<file path="src/rtl/csct_pkg.sv">
// Census-transform controller shared types and constants.
// State encoding and coordinate widths used across the block.
package csct_pkg;

  localparam int COORD_W = 13;
  localparam int LB_ADDR_W = 10;
  localparam int WIN = 5;
  localparam logic [7:0] THR_DEFAULT = 8'd8;

  typedef enum logic [1:0] {
    S_IDLE   = 2'd0,
    S_FILL   = 2'd1,
    S_ACTIVE = 2'd2,
    S_DONE   = 2'd3
  } state_t;

endpackage

</file>
<file path="src/rtl/csct_coord_cnt.sv">
// Column/row counter pair for the census controller.
// Holds the coordinate of the next pixel expected in the frame.
module csct_coord_cnt
  import csct_pkg::*;
#(
  parameter int IMG_W = 640,
  parameter int IMG_H = 480
) (
  input  logic               clk,
  input  logic               rst_n,
  input  logic               start,
  input  logic               adv,
  output logic [COORD_W-1:0] col_q,
  output logic [COORD_W-1:0] row_q,
  output logic               eol,
  output logic               last
);

  assign eol  = col_q == COORD_W'(IMG_W - 1);
  assign last = eol && (row_q == COORD_W'(IMG_H - 1));

  // A frame-start pixel is (0,0), so the next one is (0,1).
  always_ff @(posedge clk or negedge rst_n) begin
    if (!rst_n) begin
      col_q <= '0;
      row_q <= '0;
    end else if (start) begin
      col_q <= COORD_W'(1);
      row_q <= '0;
    end else if (adv) begin
      if (eol) begin
        col_q <= '0;
        row_q <= last ? '0 : row_q + 1'b1;
      end else begin
        col_q <= col_q + 1'b1;
      end
    end
  end

endmodule

</file>
<file path="src/rtl/csct_ctrl.sv">
// Census-transform frame controller: frame FSM, coordinates,
// line-buffer write enable, threshold latch and window qualifier.
module csct_ctrl
  import csct_pkg::*;
#(
  parameter int IMG_W = 640,
  parameter int IMG_H = 480,
  parameter int WIN   = 5
) (
  input  logic               clk,
  input  logic               rst_n,
  input  logic               sof,
  input  logic               pix_valid,
  input  logic [7:0]         thr_in,
  output logic [COORD_W-1:0] col,
  output logic [COORD_W-1:0] row,
  output logic               lb_wren,
  output logic [7:0]         thr,
  output logic               win_valid,
  output logic [COORD_W-1:0] ctr_col,
  output logic [COORD_W-1:0] ctr_row,
  output logic               eof,
  output logic               busy,
  output logic               err
);

  state_t             state;
  logic               start;
  logic               in_frame;
  logic               adv;
  logic               hit;
  logic               eol;
  logic               last;
  logic [COORD_W-1:0] col_q;
  logic [COORD_W-1:0] row_q;

  assign start    = sof && pix_valid;
  assign in_frame = (state == S_FILL) || (state == S_ACTIVE);
  assign adv      = pix_valid && in_frame;

  csct_coord_cnt #(
    .IMG_W(IMG_W),
    .IMG_H(IMG_H)
  ) u_cnt (
    .clk  (clk),
    .rst_n(rst_n),
    .start(start),
    .adv  (adv),
    .col_q(col_q),
    .row_q(row_q),
    .eol  (eol),
    .last (last)
  );

  assign col = (state == S_IDLE || start) ? '0 : col_q;
  assign row = (state == S_IDLE || start) ? '0 : row_q;

  assign lb_wren = pix_valid
                && (in_frame || (state == S_IDLE && sof));
  assign busy = state != S_IDLE;

  assign hit = lb_wren
            && row >= COORD_W'(WIN - 1)
            && col >= COORD_W'(WIN - 1);

  always_ff @(posedge clk or negedge rst_n) begin
    if (!rst_n) begin
      state     <= S_IDLE;
      thr       <= THR_DEFAULT;
      err       <= 1'b0;
      eof       <= 1'b0;
      win_valid <= 1'b0;
      ctr_col   <= '0;
      ctr_row   <= '0;
    end else begin
      eof       <= 1'b0;
      win_valid <= hit;
      if (hit) begin
        ctr_col <= col - COORD_W'(2);
        ctr_row <= row - COORD_W'(2);
      end
      unique case (state)
        S_IDLE: begin
          if (start) begin
            state <= S_FILL;
            thr   <= thr_in;
          end
        end
        S_FILL, S_ACTIVE: begin
          if (start) begin
            err   <= 1'b1;
            state <= S_FILL;
            thr   <= thr_in;
          end else if (adv) begin
            if (state == S_FILL && eol
                && row_q == COORD_W'(WIN - 2))
              state <= S_ACTIVE;
            else if (state == S_ACTIVE && last) begin
              state <= S_DONE;
              eof   <= 1'b1;
            end
          end
        end
        S_DONE: begin
          if (start) begin
            err   <= 1'b1;
            state <= S_FILL;
            thr   <= thr_in;
          end else begin
            state <= S_IDLE;
          end
        end
        default: state <= S_IDLE;
      endcase
    end
  end

endmodule

</file>
<file path="config.mk">
export PLATFORM = sky130hd
export DESIGN_NAME = csct_ctrl
export DESIGN_NICKNAME = d
export VERILOG_FILES = /design/src/rtl/csct_pkg.sv /design/src/rtl/csct_coord_cnt.sv /design/src/rtl/csct_ctrl.sv
export SDC_FILE = /design/constraint.sdc
export NUM_CORES = 1
export LEC_CHECK = 0
export ABC_AREA = 1
export CAP_MARGIN = 30
export CORE_ASPECT_RATIO = 1.25
export CORE_MARGIN = 10
export CORE_UTILIZATION = 45
export DETAILED_ROUTE_END_ITERATION = 6
export PLACE_DENSITY_LB_ADDON = 0.15
export SLEW_MARGIN = 10
export SYNTH_ARGS = -nofsm -noshare
export SYNTH_HDL_FRONTEND = slang
export SYNTH_SLANG_ARGS = --single-unit
</file>
<file path="constraint.sdc">
create_clock -name clk -period 2.6 [get_ports clk]
set_input_delay 0.52 -clock clk [delete_from_list [all_inputs] [get_ports clk]]
set_output_delay 0.52 -clock clk [all_outputs]
set_load 0.005 [all_outputs]
</file>
# Word level (Yosys, flattened, before mapping)
# Cells that the tools add are included.
# totals
output_inout_bits,65
word_cells,71
inputBits,12
regBits,65
# op_classes
n_reduce_logical,23
n_lt_le_gt_ge,2
add_sub_neg,4
mux,23
eq_ne,10
# op_table
cell,count
$mux 13,9
$add 13x1->13 const B,2
$ge 13x3->1 const B,2
$sub 13x2->13 const B,2
$mux 8,2
$eq 13x10->1 const B,1
$eq 13x2->1 const B,1
$eq 13x9->1 const B,1
$logic_and 1x1->1,10
$mux 2,5
$mux 1,6
$pmux 2 s3,1
$reduce_bool 2->1,3
$eq 2x2->1 const B,2
$ne 4x4->1 const B,1
$reduce_and 2->1,2
$reduce_or 4->1,1
$logic_or 1x1->1,3
$ne 3x3->1 const B,1
$reduce_and 3->1,1
$reduce_or 3->1,1
$eq 2x1->1 const B,1
$logic_not 2->1,1
$ne 2x1->1 const B,1
other kinds (2),2

# Depth between registers and ports, before layout
# Gate-level depths: netlist of run 1.
# logic_depth
depth_word,8
mapped_depth,18
depth_no_buf,14

# Modules after synthesis
# Synthesis of run 1 repeated with hierarchy kept, for this count alone.
# unflattened
hier_cells,574
hier_area_um2,4093.9
# modules_own_cells
mod,area_per_inst_um2,cells_per_inst,n_inst,seq_area_each_um2
csct_ctrl,2489.9,361,1,977.2
csct_coord_cnt,1604.0,213,1,650.6

# Worst setup path after synthesis of run 1
# No wires, ideal clock.
# synth_path
path_kind,reg-to-reg
startpoint,register state[0]
endpoint,register ctr_row[11]
synth_period_minus_slack_ns,2.362
arrival_ns,2.246
required_ns,2.484
setup_time_ns,0.116
slack_ns,0.238
path_buffers,4
path_stages_with_launch,19
cell_sequence,dfrtp_1 inv_1 ha_1 inv_2 nand2_2 buf_6 buf_6 buf_6 buf_2 nor2_1 inv_1 ha_1 nand2_1 nor2_1 nand2_1 o21ai_1 nand2_1 nand2_1 nand2_1
# synth_via
elab_chain_len,6
word_cells_on_any_way,15
classes_between,add/sub: 1; order compare: 2; eq/ne: 2; mux: 2; reduce/logical: 8
# synth_rtl
element,line_no,source
from (decl),csct_ctrl.sv:27,state_t state;
from (signal assigned),csct_ctrl.sv:68,state <= S_IDLE;
from (signal assigned),csct_ctrl.sv:85,state <= S_FILL;
from (signal assigned),csct_ctrl.sv:92,state <= S_FILL;
$logic_not 2->1 (*),csct_ctrl.sv:56,assign row = (state == S_IDLE || start) ? '0 : row_q;
$logic_or 1x1->1 (*),csct_ctrl.sv:56,
$mux 13 (*),csct_ctrl.sv:56,
via row[1],csct_ctrl.sv:16,"output logic [COORD_W-1:0] row,"
$ge 13x3->1,csct_ctrl.sv:63,&& row >= COORD_W'(WIN - 1)
$logic_and 1x1->1,csct_ctrl.sv:63,
$logic_and 1x1->1,csct_ctrl.sv:64,&& col >= COORD_W'(WIN - 1);
to (signal assigned),csct_ctrl.sv:80,ctr_row <= row - COORD_W'(2);
to (decl),csct_ctrl.sv:21,"output logic [COORD_W-1:0] ctr_row,"
# Mark *: on every way through the listed nets, which the timed path passes. The rest lies on a longest branch.
# A chain may end at the register's enable or synchronous reset.

# Worst setup path after layout of run 1
# layout_path
startpoint,input port pix_valid
endpoint,output port col[2]
# layout_via
elab_chain_len,3
# layout_rtl
element,line_no,source
from (decl),csct_ctrl.sv:13,"input logic pix_valid,"
$logic_and 1x1->1,csct_ctrl.sv:37,assign start = sof && pix_valid;
$logic_or 1x1->1,csct_ctrl.sv:55,assign col = (state == S_IDLE || start) ? '0 : col_q;
$mux 13,csct_ctrl.sv:55,
to (decl),csct_ctrl.sv:15,"output logic [COORD_W-1:0] col,"
# Every way passes these cells.

==> metrics.cfg, run 1 <==
[floorplan]
die_y_um=124.8
die_w_um=103.8
core_um2=8653
num_rows=38
die-area_um2=12960
ios=77
initial_utilization_pct=45.69

[clocking]
cts_tree=done
clkLatencyLatePin_ns=0.36
htree_levels=3
cts_sinks=65
root_buffer=clkbuf_8
path_clk_slew_ns=0.07
cts_buffer_depth=2
cts_buffers=9

[layout]
design_area_um2=5341
area.growth.synth_to_final_pct=35.09
diodes=0
nFillCells=828
drive_gt1_share_pct=12.48
fin_nets=688

[placed_design]
hpwl_um=8522
gp_congestion=0.9016
io_buffers=76
placed_area_um2=5040

[route]
via_per_inst=4.939
avgRoutedWirePerCell_um=14.02
drt-total-wl_um=11120
vias=3917
drtIter0Drc=271
drc_errors=0
drt_pre_antenna_iters=5
postRouteAntennaNets=0

[power_and_ir_drop]
leakagePower_nw=2.614
p_per_area_nw_per_um2=1057
totalPowerFinal_mw=5.648
ir_drop_mv=0.4419

[global_route]
grt_pass1_wl_um=18510
track_usage_pct=17.15
grt_max_degree=28
grt_pass1_vias=3882
gr-total-overflow=0
grt_antenna_before_repair=0

[sta]
rsz0062_at_grt=yes
hold_violations=0
layout_min_cycle_time_ns=2.561
fin_worst_skew_ns=0.01195
setup_tns_ns=0
slew_viol_final=0
fmax_ghz=0.3904
finalCritPeriodShare_pct=98.52
max_slew_margin_pct=61.54
setup_viol=0
worst_pin_slew_ns=0.5769

[status]
status=complete, no violations

[synth]
ys_seq_area_share_pct=41.17
async_reset_ff_share_pct=100.0
synth_edf_count=0
synth.avg_cell_area_um2=7.098
synthCells=557
synth_fp_nets=577
synthFlopType=dfrtp_1
synth_cell_types=38
syn_area_um2=3954
synth-seq-cells=65
yosys_warnings=0

[setup_path]
cp_top_family=buffers and inverters
cp_data_arrival_time_ns=2.04
path_max_fanout=21
cpPeakStageDelay_ns=0.56
worstSetupPathType=input port to primary output
worst-path-buf-inv=3
r2r_setup_slack_ns=0.45
path_cells=clkdlybuf4s50_1 -> nand2_2 -> nand2_2 -> buf_12 -> nor2_1 -> clkdlybuf4s50_1
critPathLaunchType=input port
cp-end-kind=primary output
required_ns=2.08
cp_slowest_cell=clkdlybuf4s50_1

[flow_run]
drv_cap=0

[min_path]
hold_class=input port to asynchronous set/reset pin

-- metrics by stage --
| step | util, % | cells | setup slack [ns] | hold slack [ns] |
|---|---|---|---|---|
| detailed placement | 58.24 | 773 | -0.06364 | 0.4639 |
| finish | 61.73 | 793 | 0.03855 | 0.1429 |
| CTS | 61.29 | 793 | 0.003594 | 0.1708 |
| floorplan | - | 557 | 0.2376 | 0.2244 |
| global route | 61.73 | 793 | -0.01853 | 0.1670 |
| global placement | 58.24 | 773 | 0.01511 | 0.4569 |
-- state kept, by name (all words and copies together) (netlist names), 2 cells and up --
name and cells:
state 2, u_cnt.row_q 13, u_cnt.col_q 13, ctr_col 13, thr 8, ctr_row 13
-- cells by family (layout without fill, tap and decap cells) --
logic type               count (synthesis)  count (layout)  synth area share (%)
flip-flops                              65              65                 41.17
adder cells (fa/ha/maj)                  8               8                 2.532
AO/OA/AOI/OAI                           60              60                 8.924
XOR/XNOR                                18              18                 3.987
buffers and inverters                   80             196                 8.892
AND/OR/NAND/NOR                        326             326                 34.49
-- synthesized netlist by cell type, types with 2 or more instances --
cell / number / area (um^2)
nand4_1: 11 / 68.82
nand3_2: 2 / 20.02
ha_1: 8 / 100.1
dfrtp_1: 64 / 1602
nand3_1: 29 / 145.1
nand2_2: 3 / 18.77
clkbuf_1: 2 / 7.510
o22ai_1: 4 / 25.02
inv_2: 4 / 15.01
nand2_1: 194 / 728.2
a21oi_1: 18 / 90.09
nor2_2: 4 / 25.02
nor3_1: 9 / 45.04
buf_6: 5 / 56.30
inv_1: 61 / 229.0
o21ai_0: 24 / 120.1
a21boi_0: 3 / 22.52
buf_4: 2 / 15.01
buf_2: 5 / 25.02
nor4_1: 2 / 12.51
xor2_1: 17 / 148.9
nor2_1: 68 / 255.2
a31oi_1: 2 / 12.51
o31ai_1: 2 / 15.01
-- path summary, 6_finish.rpt --
| path | startpoint | endpoint | cells past startpoint |
|---|---|---|---|
| max in group asynchronous | rst_n | ctr_row[1]$_DFFE_PN0P_ | 2 |
| setup / recovery | pix_valid | col[2] | 6 |
| hold reg to reg | thr[3]$_DFFE_PN1P_ | thr[3]$_DFFE_PN1P_ | 2 |
| setup reg to reg | state[1]$_DFFE_PN0P_ | ctr_col[11]$_DFFE_PN0P_ | 15 |
| min in group clk | thr[3]$_DFFE_PN1P_ | thr[3]$_DFFE_PN1P_ | 2 |
| hold / removal | rst_n | win_valid$_DFF_PN0_ | 1 |
-- what timing repair did --
action                     in CTS  in global routing
buffers inserted                4                  0
setup endpoints to repair      26                 16
gates cloned                    0                  0
hold buffers                    0                  0
gates resized for setup         5                 13
-- per-layer routing --
layer	track usage (%)	up-vias	routed length, um
li1	-	1974	-
met1	20.88	1826	5041
met2	27.58	98	5229
met3	4.917	19	619
met4	7.465	0	227
met5	0	-	0
-- where the power goes --
part           switching, mW  internal [mW]  total [mW]
combinational           1.60           1.40        3.01
sequential             0.264           1.35        1.62
clock                  0.402          0.620        1.02
total                   2.27           3.38        5.65
-- layout make-up --
type	instances	area (um^2)	area share, %
Inverter	65	244.0	4.568
Clock buffer	14	172.7	3.233
Sequential cell	65	1628	30.48
Tap cell	120	150.1	2.811
Timing Repair Buffer	115	1074	20.10
Clock inverter	2	60.06	1.124
Multi-Input combinational cell	412	2013	37.69
-- cell usage in the layout (no fill, tap or decap), types with 2 or more instances in the layout --
cell type	Yosys	routed
a31oi_1	2	2
inv_1	61	61
o31ai_1	2	2
nand4_1	11	11
nor3_1	9	9
nor4_1	2	2
nand2_1	194	194
buf_12	0	2
inv_2	4	4
ha_1	8	7
buf_4	2	36
nor2_2	4	11
xor2_1	17	17
a21boi_0	3	3
clkbuf_8	0	12
nor2_4	1	3
o22ai_1	4	4
dlygate4sd2_1	0	3
nand3_1	29	29
nand2_2	3	3
nor2_1	68	59
a21oi_1	18	18
bufinv_16	0	2
o21ai_0	24	23
nand3_2	2	2
dfrtp_1	64	64
clkbuf_1	2	2
clkdlybuf4s50_1	0	72
(Power assumes the default switching activity.)
==> run 2: changes to the inputs <==
--- a/config.mk
+++ b/config.mk
@@ -7,9 +7,8 @@
 export LEC_CHECK = 0
 export ABC_AREA = 1
 export CAP_MARGIN = 30
-export CORE_ASPECT_RATIO = 1.25
-export CORE_MARGIN = 10
-export CORE_UTILIZATION = 45
+export CORE_MARGIN = 3
+export CORE_UTILIZATION = 52
 export DETAILED_ROUTE_END_ITERATION = 6
 export PLACE_DENSITY_LB_ADDON = 0.15
 export SLEW_MARGIN = 10
==> run 2 against run 1 <==
Effect of this change:
- sequential power about the same
- largest cell class unchanged
- critical path depth increased by 1
- sequential cell count did not move
- die area down 33%
- routed wire length shrank 2.4%
- final cell count is 3.0% lower
- highest routed layer unchanged
- sequential share of layout area grew 0.22 points
- count of clock-buffer cells in the layout fell by 2
- critical path type is now flop to primary output
==> metrics.cfg, run 2 (same netlist as run 1, synthesis figures left out) <==
[status]
status=complete, no violations

[global_route]
grt_pass1_vias=3897
track_usage_pct=25.33
grt_antenna_before_repair=0
grt_pass1_wl_um=17610
gr-total-overflow=0
grt_max_degree=28

[floorplan]
num_rows=31
die_w_um=93.20
initial_utilization_pct=53.93
ios=77
die-area_um2=8685
core_um2=7331
die_y_um=93.20

[clocking]
cts_buffers=9
htree_levels=3
path_clk_slew_ns=0.07
cts_sinks=65
cts_buffer_depth=2
clkLatencyLatePin_ns=0.35
cts_tree=done
root_buffer=clkbuf_8

[layout]
final_common_cell=nand2_1
diodes=0
fin_cells=769
design_area_um2=5303
area.growth.synth_to_final_pct=34.11
drive_gt1_share_pct=12.99
layout_common_cells=nand2_1, clkdlybuf4s50_1, dfrtp_1
fin_nets=686
final_core_util_pct=72.33

[route]
drt_pre_antenna_iters=5
via_per_inst=5.295
vias=4072
drtIter0Drc=261
postRouteAntennaNets=0
avgRoutedWirePerCell_um=14.11
drc_errors=0
drt-total-wl_um=10850

[sta]
max_slew_margin_pct=63.30
rsz0062_at_grt=yes
fin_worst_skew_ns=0.01315
setup_viol=0
slew_viol_final=0
fmax_ghz=0.3856
hold_violations=0
holdWs_ns=0.1576
worst_pin_slew_ns=0.5505
layout_min_cycle_time_ns=2.593
finalCritPeriodShare_pct=99.73

[power_and_ir_drop]
leakagePower_nw=2.690
totalPowerFinal_mw=5.505
p_per_area_nw_per_um2=1038
ir_drop_mv=0.5891

[setup_path]
timing.rr.end=ctr_col[6]$_DFFE_PN0P_
worstSetupPathType=flop to primary output
cp_data_arrival_time_ns=2.07
path_max_fanout=9
critPathLaunchType=flop
crit_start=state[0]$_DFFE_PN0P_
required_ns=2.08
r2r_setup_slack_ns=0.33
worstRegToRegCells=13
cp-end-kind=primary output
reg2reg_from=state[0]$_DFFE_PN0P_

[placed_design]
gp_congestion=0.9113
dp_cells=748
hpwl_um=7933
placed_area_um2=4971
io_buffers=76

[flow_run]
drv_cap=0

[min_path]
hold_class=input port to asynchronous set/reset pin

-- run 2: area by class of cell --
type                       instances  area, um^2
multi-input combinational        412        2056
fill                             602        2028
sequential                        65        1628
timing repair buffer             113        1069
inverter                          65       246.5
clock buffer                      12       165.2
tap                               99       123.9
clock inverter                     3       15.01
-- run 2: critical path, stage by stage (launching register included) --
cell             delay [ns]
dfrtp_1                0.37
inv_1                  0.07
ha_1                   0.23
inv_2                  0.10
nand2_4                0.12
buf_6                  0.18
nor2_2                 0.14
clkdlybuf4s50_1        0.52
-- run 2: where the power goes --
part	internal [mW]	total (mW)	switching [mW]	leakage, nW
clock network	0.414	0.805	0.391	0.0980
logic	1.41	3.08	1.67	1.76
registers	1.35	1.62	0.266	0.829
total	3.18	5.50	2.33	2.69
-- run 2: layer usage --
layer | share of wire (%) | vias up | GRT usage, %
met5 | 0 | - | 0
met4 | 0.88 | 0 | 7.814
met3 | 5.0 | 13 | 4.827
met2 | 48 | 143 | 40.79
met1 | 46 | 1942 | 34.71
li1 | - | 1974 | -
-- run 2: worst max path at each step --
stage | endpoint | slack [ns] | cells past startpoint
2_1_floorplan | ctr_row[11]$_DFFE_PN0P_ | 0.24 | 18
3_3_place_gp | lb_wren | -0.10 | 6
3_5_place_dp | lb_wren | -0.14 | 6
4_1_cts | col[7] | 0.008 | 7
5_1_grt | col[7] | -0.05 | 7
6_report | col[7] | 0.007 | 7
-- run 2: repair_timing --
action                     in CTS  in global routing
resized for setup               9                 27
setup endpoints to repair      26                 22
hold buffers                    0                  0
buffers inserted                3                  3
-- run 2: per-stage QoR --
stage               TNS [ns]  setup WS (ns)
floorplan                  0         0.2376
global placement     -0.1037        -0.1037
detailed placement   -0.1756        -0.1353
CTS                        0       0.008342
global route         -0.2980       -0.05293
finish                     0       0.006912
==> run 3: changes to the inputs <==
--- a/config.mk
+++ b/config.mk
@@ -11,6 +11,7 @@
 export CORE_UTILIZATION = 52
 export DETAILED_ROUTE_END_ITERATION = 6
 export PLACE_DENSITY_LB_ADDON = 0.15
+export SKIP_CTS_REPAIR_TIMING = 1
 export SLEW_MARGIN = 10
 export SYNTH_ARGS = -nofsm -noshare
 export SYNTH_HDL_FRONTEND = slang
==> run 3 against run 2 <==
Effect of this change:
- worst hold slack better by 0.0027 ns
- count of clock-buffer cells in the layout did not move
- critical path type unchanged
- register-to-register slack barely moved
- total power decreased by 0.10%
- largest cell class unchanged
- utilization grew 0.41 points
- sequential power about the same
- combinational power hardly changed
- via count up 0.29%
- critical path depth unchanged
- critical endpoint is now lb_wren
- fmax is 1.6% higher
- global-route usage down 0.24 points
==> metrics.cfg, run 3 (same netlist as run 1, synthesis figures left out) <==
[status]
status=complete, no violations

[sta]
fmax_ghz=0.3917
slew_viol_final=0
finalCritPeriodShare_pct=98.19
layout_min_cycle_time_ns=2.553
setup_viol=0
worst_pin_slew_ns=0.5522
holdWs_ns=0.1604
fin_worst_skew_ns=0.01090
setup_tns_ns=0
hold_violations=0
max_slew_margin_pct=63.19

[layout]
drive_gt1_share_pct=13.13
diodes=0
design_area_um2=5333
layout_common_cells=nand2_1, dfrtp_1, inv_1
fin_nets=686
final_core_util_pct=72.74
final_common_cell=nand2_1
area.growth.synth_to_final_pct=34.87
nFillCells=585

[setup_path]
cpPeakStageDelay_ns=0.49
worstSetupPathType=flop to primary output
required_ns=2.08
path_cells=inv_1 -> ha_2 -> inv_2 -> buf_4 -> o21ai_4 -> buf_4 -> clkdlybuf4s50_1
worst-path-buf-inv=5
path_max_fanout=4
critPathLaunchType=flop
r2r_setup_slack_ns=0.33
cp_slowest_cell=clkdlybuf4s50_1
crit_top_cell=buf_4
cp_top_family=buffers and inverters
cp-end-kind=primary output
cp_data_arrival_time_ns=2.03

[clocking]
path_clk_slew_ns=0.07
cts_tree=done
clkLatencyLatePin_ns=0.35
cts_buffers=9
root_buffer=clkbuf_8
cts_sinks=65
htree_levels=3
cts_buffer_depth=2

[global_route]
track_usage_pct=25.09
gr-total-overflow=0
grt_pass1_wl_um=17430
grt_antenna_before_repair=0
grt_pass1_vias=3847
grt_max_degree=28

[floorplan]
die-area_um2=8685
num_rows=31
die_w_um=93.20
core_um2=7331
ios=77
die_y_um=93.20
initial_utilization_pct=53.93

[route]
drtIter0Drc=289
avgRoutedWirePerCell_um=14.17
postRouteAntennaNets=0
drt_pre_antenna_iters=6
drc_errors=0
drt-total-wl_um=10900
via_per_inst=5.311
vias=4084

[placed_design]
placed_area_um2=4971
hpwl_um=7933
gp_congestion=0.9113
io_buffers=76

[power_and_ir_drop]
leakagePower_nw=2.893
totalPowerFinal_mw=5.499
p_per_area_nw_per_um2=1031
ir_drop_mv=0.5483

[flow_run]
drv_cap=0

[min_path]
hold_class=input port to asynchronous set/reset pin

run 3: cell type report:
| type | count | area, um^2 | share of cell area [%] |
|---|---|---|---|
| Sequential cell | 65 | 1628 | 30.53 |
| Inverter | 65 | 246.5 | 4.622 |
| Clock buffer | 12 | 165.2 | 3.097 |
| Clock inverter | 3 | 15.01 | 0.2816 |
| Multi-Input combinational cell | 412 | 2053 | 38.50 |
| Timing Repair Buffer | 113 | 1101 | 20.65 |
| Tap cell | 99 | 123.9 | 2.323 |
run 3: per-stage QoR:
stage	setup WS (ns)	instances
2_1_floorplan	0.2376	557
3_3_place_gp	-0.1037	748
3_5_place_dp	-0.1353	748
4_1_cts	-0.1802	763
5_1_grt	-0.02398	769
6_report	0.04698	769
run 3: report_power, final:
part	internal, mW	leakage [nW]	switching [mW]	total, mW
registers	1.35	0.829	0.269	1.62
logic	1.41	1.97	1.67	3.08
clock network	0.414	0.0980	0.384	0.798
total	3.18	2.89	2.32	5.50
run 3: layer usage:
metal	track usage, %	part of all wire, %
met3	4.827	5.9
met1	34.71	45
met4	7.448	0.93
met5	0	0
met2	40.13	48
run 3: worst register-to-register path: cells and delay by family (launching register included):
family	cells	cell delay, ns
compound gates	1	0.24
buf+inv	4	0.51
simple gates	7	0.87
fa+ha+maj	1	0.20
flops	1	0.38
run 3: path summary, 6_finish.rpt:
check                                             end  depth (start not counted)                    from
setup / recovery                              lb_wren                          7    state[0]$_DFFE_PN0P_
hold / removal                ctr_col[11]$_DFFE_PN0P_                          1                   rst_n
setup reg to reg               ctr_col[6]$_DFFE_PN0P_                         13    state[0]$_DFFE_PN0P_
hold reg to reg                ctr_row[6]$_DFFE_PN0P_                          2  ctr_row[6]$_DFFE_PN0P_
max in group asynchronous  u_cnt.row_q[6]$_DFFE_PN0P_                          2                   rst_n
min in group clk               ctr_row[6]$_DFFE_PN0P_                          2  ctr_row[6]$_DFFE_PN0P_
